<file path="src/rtl/axis_tid_demux_n_pkg.sv">
// ----------------------------------------------------------------------------
// axis_tid_demux_n_pkg
// Purpose : shared types and helpers for the AXI-Stream TID demultiplexer.
// Contents: pkt_state_e  - packet-tracking states (IDLE / ROUTE / DROP)
//           tid_in_range - true when a destination id addresses a real output
// ----------------------------------------------------------------------------
package axis_tid_demux_n_pkg;

  typedef enum logic [1:0] {
    ST_IDLE  = 2'd0,  // waiting for the first beat of a packet
    ST_ROUTE = 2'd1,  // inside a packet headed for a valid output
    ST_DROP  = 2'd2   // inside a packet whose id has no output
  } pkt_state_e;

  // Ids are zero-extended to 32 bits by the caller so one helper serves any ID_W.
  function automatic logic tid_in_range(input logic [31:0] tid, input int unsigned num_m);
    return tid < num_m;
  endfunction

endpackage

</file>
<file path="src/rtl/axis_skid_reg.sv">
// ----------------------------------------------------------------------------
// axis_skid_reg
// Purpose : two-entry (main + skid) register slice for a valid/ready stream.
//           Both directions are fully registered: s_ready is a flop that
//           means "skid entry empty", m_valid/m_data come from the main entry.
// Ports   : clk, rstn            - clock, asynchronous active-low reset
//           s_valid/s_ready/s_data - upstream handshake and payload
//           m_valid/m_ready/m_data - downstream handshake and payload
// ----------------------------------------------------------------------------
module axis_skid_reg #(
  parameter int W = 8
) (
  input  logic         clk,
  input  logic         rstn,
  input  logic         s_valid,
  output logic         s_ready,
  input  logic [W-1:0] s_data,
  output logic         m_valid,
  input  logic         m_ready,
  output logic [W-1:0] m_data
);

  logic         r_main_valid;
  logic         r_skid_valid;
  logic         r_ready;
  logic [W-1:0] r_main_data;
  logic [W-1:0] r_skid_data;

  logic w_push;
  logic w_pop;
  logic w_main_valid_next;
  logic w_skid_valid_next;
  logic w_main_from_in;
  logic w_main_from_skid;
  logic w_skid_from_in;

  assign w_push = s_valid && r_ready;
  assign w_pop  = r_main_valid && m_ready;

  // r_ready is low whenever the skid entry holds data, so a push never
  // coincides with a skid-to-main transfer.
  always_comb begin
    w_main_valid_next = r_main_valid;
    w_skid_valid_next = r_skid_valid;
    w_main_from_in    = 1'b0;
    w_main_from_skid  = 1'b0;
    w_skid_from_in    = 1'b0;
    if (w_pop) begin
      if (r_skid_valid) begin
        w_main_from_skid  = 1'b1;
        w_skid_valid_next = 1'b0;
      end else if (w_push) begin
        w_main_from_in = 1'b1;
      end else begin
        w_main_valid_next = 1'b0;
      end
    end else if (w_push) begin
      if (!r_main_valid) begin
        w_main_from_in    = 1'b1;
        w_main_valid_next = 1'b1;
      end else begin
        w_skid_from_in    = 1'b1;
        w_skid_valid_next = 1'b1;
      end
    end
  end

  // r_ready is held low through reset and rises on the first edge after it.
  always_ff @(posedge clk or negedge rstn) begin
    if (!rstn) begin
      r_main_valid <= 1'b0;
      r_skid_valid <= 1'b0;
      r_ready      <= 1'b0;
    end else begin
      r_main_valid <= w_main_valid_next;
      r_skid_valid <= w_skid_valid_next;
      r_ready      <= !w_skid_valid_next;
    end
  end

  // Payload needs no reset: it is only observed while the matching valid is set.
  always_ff @(posedge clk) begin
    if (w_main_from_skid) begin
      r_main_data <= r_skid_data;
    end else if (w_main_from_in) begin
      r_main_data <= s_data;
    end
    if (w_skid_from_in) begin
      r_skid_data <= s_data;
    end
  end

  assign s_ready = r_ready;
  assign m_valid = r_main_valid;
  assign m_data  = r_main_data;

endmodule

</file>
<file path="src/rtl/axis_tid_demux_n.sv">
// ----------------------------------------------------------------------------
// axis_tid_demux_n
// Purpose : routes whole AXI-Stream packets to one of NUM_M outputs selected by
//           the tid of the packet's first beat. Packets whose tid has no output
//           are consumed and counted in drop_cnt (saturating).
// Ports   : clk, rstn                       - clock, async active-low reset
//           s_tvalid/s_tready/s_tdata/s_tid/s_tlast - slave stream
//           m_tvalid[NUM_M]/m_tready[NUM_M]  - per-output handshake
//           m_tdata/m_tlast                  - payload shared by all outputs
//           drop_cnt                         - dropped-packet counter
// ----------------------------------------------------------------------------
module axis_tid_demux_n
  import axis_tid_demux_n_pkg::*;
#(
  parameter int DATA_W     = 64,
  parameter int ID_W       = 2,
  parameter int NUM_M      = 4,
  parameter int DROP_CNT_W = 16
) (
  input  logic                  clk,
  input  logic                  rstn,
  input  logic                  s_tvalid,
  output logic                  s_tready,
  input  logic [DATA_W-1:0]     s_tdata,
  input  logic [ID_W-1:0]       s_tid,
  input  logic                  s_tlast,
  output logic [NUM_M-1:0]      m_tvalid,
  input  logic [NUM_M-1:0]      m_tready,
  output logic [DATA_W-1:0]     m_tdata,
  output logic                  m_tlast,
  output logic [DROP_CNT_W-1:0] drop_cnt
);

  // Buffered entry layout: {tlast, dest, tdata}
  localparam int PW = DATA_W + 1 + ID_W;

  generate
    if (NUM_M < 2 || NUM_M > (1 << ID_W)) begin : g_bad_num_m
      $error("axis_tid_demux_n: NUM_M must lie in 2..2**ID_W");
    end
    if (ID_W < 1 || ID_W > 8) begin : g_bad_id_w
      $error("axis_tid_demux_n: ID_W must lie in 1..8");
    end
  endgenerate

  pkt_state_e            r_state;
  logic [ID_W-1:0]       r_dest;
  logic [DROP_CNT_W-1:0] r_drop_cnt;

  logic            w_first;
  logic [ID_W-1:0] w_dest;
  logic            w_dest_ok;
  logic            w_s_ready;
  logic            w_accept;
  logic [PW-1:0]   w_skid_in;
  logic [PW-1:0]   w_main;
  logic            w_main_valid;
  logic [ID_W-1:0] w_main_dest;
  logic            w_main_ready;

  // The destination comes from s_tid only on a packet's first beat; later
  // beats reuse the latched value so their tid is ignored.
  assign w_first   = (r_state == ST_IDLE);
  assign w_dest    = w_first ? s_tid : r_dest;
  assign w_dest_ok = w_first ? tid_in_range(32'(s_tid), NUM_M) : (r_state == ST_ROUTE);

  // Dropped beats are still accepted whenever the skid entry is empty, but
  // they never enter the buffer.
  assign s_tready  = w_s_ready;
  assign w_accept  = s_tvalid && w_s_ready;
  assign w_skid_in = {s_tlast, w_dest, s_tdata};

  axis_skid_reg #(
    .W (PW)
  ) u_skid (
    .clk     (clk),
    .rstn    (rstn),
    .s_valid (s_tvalid && w_dest_ok),
    .s_ready (w_s_ready),
    .s_data  (w_skid_in),
    .m_valid (w_main_valid),
    .m_ready (w_main_ready),
    .m_data  (w_main)
  );

  assign m_tdata     = w_main[DATA_W-1:0];
  assign w_main_dest = w_main[DATA_W +: ID_W];
  assign m_tlast     = w_main[PW-1];

  genvar gi;
  generate
    for (gi = 0; gi < NUM_M; gi++) begin : g_valid
      assign m_tvalid[gi] = w_main_valid && (w_main_dest == ID_W'(gi));
    end
  endgenerate

  // Only the addressed output's ready can retire the main entry.
  assign w_main_ready = |(m_tvalid & m_tready);

  // Packet tracking and drop counting. A single-beat packet leaves the
  // state in IDLE because its first beat is also its last.
  always_ff @(posedge clk or negedge rstn) begin
    if (!rstn) begin
      r_state    <= ST_IDLE;
      r_dest     <= '0;
      r_drop_cnt <= '0;
    end else if (w_accept) begin
      case (r_state)
        ST_IDLE: begin
          if (!s_tlast) begin
            r_state <= w_dest_ok ? ST_ROUTE : ST_DROP;
            r_dest  <= s_tid;
          end
        end
        default: begin
          if (s_tlast) begin
            r_state <= ST_IDLE;
          end
        end
      endcase
      if (!w_dest_ok && s_tlast && (r_drop_cnt != {DROP_CNT_W{1'b1}})) begin
        r_drop_cnt <= r_drop_cnt + DROP_CNT_W'(1);
      end
    end
  end

  assign drop_cnt = r_drop_cnt;

endmodule

</file>
<file path="config.mk">
export PLATFORM = sky130hd
export DESIGN_NAME = axis_tid_demux_n
export DESIGN_NICKNAME = d
export VERILOG_FILES = /design/src/rtl/axis_tid_demux_n_pkg.sv /design/src/rtl/axis_skid_reg.sv /design/src/rtl/axis_tid_demux_n.sv
export SDC_FILE = /design/constraint.sdc
export NUM_CORES = 1
export LEC_CHECK = 0
export ABC_AREA = 1
export CORE_MARGIN = 5
export CORE_UTILIZATION = 54
export DETAILED_ROUTE_END_ITERATION = 7
export GPL_TIMING_DRIVEN = 0
export PLACE_DENSITY = 0.91
export REMOVE_ABC_BUFFERS = 1
export SYNTH_ARGS = -nofsm -noshare
export SYNTH_HDL_FRONTEND = slang
export SYNTH_SLANG_ARGS = --single-unit
</file>
<file path="constraint.sdc">
create_clock -name clk -period 11.85 [get_ports clk]
set_input_delay 1.185 -clock clk [delete_from_list [all_inputs] [get_ports clk]]
set_output_delay 1.185 -clock clk [all_outputs]
set_load 0.05 [all_outputs]
</file>
==> results of run 1 <==
-- per-stage QoR --
stage                     cells  area [sq um]
final                       904          8710
after global routing        904          8710
after CTS                   904          8710
after detailed placement    873          8150
after global placement      863          7970
after floorplan             532          6160
-- layout by cell type (no fill, tap or decap), types with 2 or more instances in the layout --
| cell | n |
|---|---|
| inv_6 | 4 |
| nand3_1 | 11 |
| xnor2_1 | 6 |
| dfrtp_1 | 23 |
| nor3_1 | 4 |
| inv_8 | 2 |
| ha_1 | 2 |
| nor2_1 | 24 |
| clkbuf_16 | 17 |
| buf_6 | 5 |
| inv_2 | 3 |
| nand4_1 | 11 |
| buf_12 | 3 |
| clkinv_2 | 2 |
| nand2_1 | 277 |
| o21ai_0 | 5 |
| edfxtp_1 | 134 |
| inv_1 | 17 |
| a21oi_1 | 4 |
| clkinvlp_4 | 4 |
| clkdlybuf4s50_1 | 159 |
-- worst max-delay path, stage by stage --
cell	delay, ns
clkdlybuf4s50_1	0.43
nand4_1	0.13
nand2_1	0.09
nor2_2	0.27
nand2_1	0.17
nor3_2	0.58
buf_6	0.27
buf_6	0.18
buf_6	0.19
-- worst max-delay path by stage --
stage | endpoint | cells after the start | slack (ns)
2_1_floorplan | u_skid.r_skid_data[0]$_DFFE_PP_ | 5 | 5.16
3_3_place_gp | u_skid.r_skid_data[13]$_DFFE_PP_ | 6 | 2.57
3_5_place_dp | u_skid.r_skid_data[58]$_DFFE_PP_ | 9 | 8.09
4_1_cts | m_tvalid[0] | 3 | 8.44
5_1_grt | m_tvalid[0] | 3 | 8.34
6_report | u_skid.r_skid_data[23]$_DFFE_PP_ | 9 | 8.45
-- flip-flops by register name (all words and copies together), names as in the netlist --
register	flops
u_skid.s_ready	1
u_skid.m_valid	1
u_skid.r_skid_data	67
u_skid.r_skid_valid	1
u_skid.m_data	67
r_state	2
drop_cnt	16
r_dest	2
-- layer usage --
metal,share of wire,wire length [um],track usage
met3,0.095,1590,0.0687
met4,0.013,225,0.0623
met5,0,0,0
met2,0.53,8870,0.403
met1,0.36,6060,0.267
-- final cells by class --
class | instances | area, sq um | share of cell area
Multi-Input combinational cell | 355 | 1510 | 0.173
Clock buffer | 17 | 425 | 0.0488
Inverter | 20 | 75.1 | 0.00862
Tap cell | 172 | 215 | 0.0247
Timing Repair Buffer | 169 | 1750 | 0.201
Clock inverter | 14 | 136 | 0.0157
Sequential cell | 157 | 4600 | 0.528
-- report_power, final --
| part | leakage, nW | switching (W) | internal (W) |
|---|---|---|---|
| Combinational | 1.62 | 0.000708 | 0.000300 |
| Clock | 0.266 | 0.000226 | 0.000293 |
| Sequential | 1.55 | 0.0000744 | 0.000855 |
-- logic make-up after synthesis --
| logic type | share of synthesized area |
|---|---|
| xor gates and xnor gates | 0.00906 |
| adders and majority gates | 0.00370 |
| AOI/OAI and AO/OA | 0.00739 |
| and+or+nand+nor | 0.198 |
| DFF | 0.679 |
| muxes | 0.00166 |
| buffers and inverters | 0.101 |
==> impl_metrics.toml, run 1 <==
[outcome]
status = "finished clean"

[floorplan]
core_sq_um = 12500
die_w_um = 122
start_util = 0.543
dieArea_sq_um = 14900
ioPinCount = 160
chipHeight_um = 122
num_rows = 41

[sta]
slew_headroom = 0.303
setup_ws_ns = 8.45
tightest_slew_ns = 1.04
min_period_ns = 3.40
fmax_ghz = 0.294
drv_slew = 0
fin_crit_sh = 0.287
hold_ws_ns = 0.490
clock_skew_ns = 0.0110
rsz0062_at_grt = "no"
finalSetupTns_ns = 0
finalSetupViolCount = 0
finalHoldViolations = 0

[synthesis]
synth_common_cells = "nand2_1 (278), edfxtp_1 (134), buf_4 (69)"
synth-edff-count = 134
synthFlopType = "edfxtp_1"
syn-cell-area_sq_um = 6770
synth_top_area_frac = 0.594
synth.distinct_cells = 24
postSynth.asyncResetShare = 0.146
synth_seq_cells = 157
synthTopCellsByArea = "edfxtp_1 (59%), nand2_1 (15%), dfrtp_1 (8.5%)"
synth_top_cell_by_area = "edfxtp_1"
seq_area_frac_synth = 0.679
avgSynthCellArea_sq_um = 11.0
synthCells = 613
yosys_warnings = 0
synth_most_common_cell = "nand2_1"

[finish]
nets = 796
num-fill-cells = 787
area_growth_pct = 28.7
postLayoutCoreUtil = 0.699
diodes = 0
drive_gt1_frac = 0.0724

[worst_hold_path]
min_from = "r_dest[0]$_DFFE_PN0P_"
hold_end = "r_dest[0]$_DFFE_PN0P_"
holdCritPathClass = "reg -> reg"
hold_depth = 2

[worst_setup_path]
crit_path_end_kind = "register"
criticalPathCategory = "in -> reg"
crit_required_ns = 11.96
ff2ff_setup_slack_ns = 9.12
crit_start = "m_tready[2]"
worst_setup_path_start_kind = "primary input"
worstPathArrival_ns = 3.51
reg2reg_depth = 8
crit-reg2reg-capture = "u_skid.r_skid_data[23]$_DFFE_PP_"
r2r-start = "u_skid.m_valid$_DFFE_PN0P_"
path_max_fanout = 13

[cts]
clockRootBuffer = "clkbuf_16"
cts_sinks = 157
cts_tree = "built"
cts_hold_buffers = 0
postCtsSetupBuffers = 0
cts_made_buffers = 17
clk_pin_slew_ns = 0.06
clk_path_buf_depth = 2
cts_max_level = 4
clkLatencyLatePin_ns = 0.41
cts_resized = 0

[drt]
wl_mm = 16.7
drc_errors = 0
avgViaCountPerCell = 5.29
ant_nets = 0
avgRoutedWirePerCell_um = 18.5
drt_iter0_drc = 618
vias = 4785
first_pass_iters = 6

[power_and_ir_drop]
p_leak_nw = 3.44
power_density_nw_per_um2 = 282
ir_worst_vdd_v = 0.000111
power_w = 0.00246

[place]
dpl_worst_slack_ns = 8.09
portBuffers = 159
dp_hpwl_mm = 11.7
gp_congestion = 0.852

[grt]
antenna_found_initial = 0
grt_pass1_wl_mm = 25.6
grt_max_degree = 40
grt.total_usage = 0.227
grt_pass1_vias = 4849
grt_overflow = 0

[job]
max_cap_viol_count = 0
Power figures use the tool's default switching activity.
==> inputs of run 2 (changes only) <==
--- a/config.mk
+++ b/config.mk
@@ -7,10 +7,10 @@
 export LEC_CHECK = 0
 export ABC_AREA = 1
 export CORE_MARGIN = 5
-export CORE_UTILIZATION = 54
+export CORE_UTILIZATION = 50
 export DETAILED_ROUTE_END_ITERATION = 7
 export GPL_TIMING_DRIVEN = 0
-export PLACE_DENSITY = 0.91
+export PLACE_DENSITY = 0.85
 export REMOVE_ABC_BUFFERS = 1
 export SYNTH_ARGS = -nofsm -noshare
 export SYNTH_HDL_FRONTEND = slang
==> constraint.sdc (replaced) <==
create_clock -name clk -period 3.4 [get_ports clk]
set_input_delay 0.34 -clock clk [delete_from_list [all_inputs] [get_ports clk]]
set_output_delay 0.34 -clock clk [all_outputs]
set_load 0.05 [all_outputs]
==> impl_metrics.toml, run 2 (synthesis gave the netlist of run 1 again) <==
[finish]
postLayoutCoreUtil = 0.660
nets = 796
most-common-layout-cells = "nand2_1 (277), clkdlybuf4s50_1 (159), edfxtp_1 (134), nor2_1 (24), dfrtp_1 (23)"
final_area_sq_um = 8730
seq_area_sq_um = 4600
final_common_cell = "nand2_1"
area_growth_pct = 29.0
drive_gt1_frac = 0.0724
diodes = 0
num-fill-cells = 941
multi_input_area_sq_um = 1510

[sta]
finalSetupTns_ns = 0
min_period_ns = 3.08
rsz0062_at_grt = "no"
finalSetupViolCount = 0
tightest_slew_ns = 1.03
finalHoldViolations = 0
clock_skew_ns = 0.00720
fmax_ghz = 0.325
slew_headroom = 0.313
drv_slew = 0
fin_crit_sh = 0.906
hold_ws_ns = 0.490

[power_and_ir_drop]
clkPwrFrac = 0.216
p_leak_nw = 3.45
p_seq_frac = 0.378
p_sw_frac = 0.407
p_int_w = 0.00505
switching_power_w = 0.00346
ir_worst_vdd_v = 0.000510
power_density_nw_per_um2 = 975
pwr-share-comb = 0.407

[grt]
grt_pass1_wl_mm = 24.5
grt_overflow = 0
grt.total_usage = 0.195
antenna_found_initial = 0
grt_max_degree = 50
grt_pass1_vias = 4890

[drt]
drt_iter0_drc = 422
drc_errors = 0
avgRoutedWirePerCell_um = 16.8
ant_nets = 0
wl_mm = 15.2
avgViaCountPerCell = 5.08
first_pass_iters = 5
vias = 4611

[place]
portBuffers = 159
place_area_sq_um = 8150
dp_hpwl_mm = 10.6
gp_congestion = 0.857

[worst_setup_path]
path_common_cell = "buf_6"
crit_chain = "nand4_1, nand2_1, nor2_2, nand2_1, nor3_2, buf_6, buf_8, buf_6, buf_4, buf_6"
worstPathArrival_ns = 3.20
criticalPathCategory = "reg -> reg"
path_max_fanout = 13
crit_required_ns = 3.52
crit_family = "simple AND/OR/NAND/NOR gates"
worst_setup_path_start_kind = "register"
crit_path_end_kind = "register"
crit_path_top_delay_cell = "nor3_2"
cp.buffers_inverters = 5
slowest_delay_ns = 0.60

[floorplan]
chipHeight_um = 126
num_rows = 42
ioPinCount = 160
die_w_um = 126
dieArea_sq_um = 16000
start_util = 0.511
core_sq_um = 13200

[job]
max_cap_viol_count = 0

[cts]
cts_max_level = 4
cts_sinks = 157
clk_path_buf_depth = 2
cts_hold_buffers = 0
cts_tree = "built"
clockRootBuffer = "clkbuf_16"
cts_resized = 0
clkLatencyLatePin_ns = 0.41
clk_pin_slew_ns = 0.07
cts_made_buffers = 17
postCtsSetupBuffers = 0

[worst_hold_path]
holdCritPathClass = "in -> async"

[outcome]
status = "finished clean"
-- run 2: cell types whose count changed in the layout (fill, tap and decap cells not counted) --
cell	before	now
clkinv_4	1	2
buf_4	0	1
clkinv_2	2	0
buf_6	5	4
clkinv_8	0	2
clkinvlp_4	4	3
inv_8	2	1
inv_6	4	5
-- run 2: final cells by class --
type	count	area share
clock buffers	17	0.0487
clock inverters	14	0.0180
inverters	20	0.00859
multi-input cells	355	0.173
flip-flops and latches	157	0.527
well taps	176	0.0252
repair buffers	169	0.200
-- run 2: per-layer routing --
layer  share of wire  GRT usage  vias to the layer above
met5               0          0                        -
met4           0.019     0.0694                        0
met3           0.071     0.0458                       25
met2            0.53      0.345                      219
met1            0.39      0.233                     2197
li1                -          -                     2170
-- run 2: power by group through the flow --
stage | Clock (W) | Sequential, W | Combinational, W
3_5_place_dp | 0 | 0.00326 | 0.00347
5_1_grt | 0.00196 | 0.00328 | 0.00365
2_1_floorplan | 0 | 0.00454 | 0.000848
3_3_place_gp | 0 | 0.00309 | 0.00254
6_report | 0.00184 | 0.00322 | 0.00346
4_1_cts | 0.00186 | 0.00322 | 0.00350
-- run 2: path summary, 6_finish.rpt --
path                                             from                          endpoint  slack, ns  cells after the start
setup / recovery           u_skid.m_valid$_DFFE_PN0P_  u_skid.r_skid_data[50]$_DFFE_PP_       0.32                     10
hold / removal                                   rstn           drop_cnt[6]$_DFFE_PN0P_       0.49                      1
setup reg to reg           u_skid.m_valid$_DFFE_PN0P_  u_skid.r_skid_data[50]$_DFFE_PP_       0.32                     10
hold reg to reg                 r_dest[0]$_DFFE_PN0P_             r_dest[0]$_DFFE_PN0P_       0.49                      2
max in group asynchronous                        rstn          drop_cnt[15]$_DFFE_PN0P_       2.29                      1
min in group clk                r_dest[0]$_DFFE_PN0P_             r_dest[0]$_DFFE_PN0P_       0.49                      2
-- run 2: metrics by stage --
| stage | setup slack [ns] | std cells | total power (W) |
|---|---|---|---|
| floorplan | -2.67 | 532 | 0.00539 |
| global placement | -5.12 | 867 | 0.00563 |
| detailed placement | 0.144 | 877 | 0.00673 |
| CTS | 0.269 | 908 | 0.00858 |
| global route | 0.143 | 908 | 0.00889 |
| finish | 0.320 | 908 | 0.00851 |
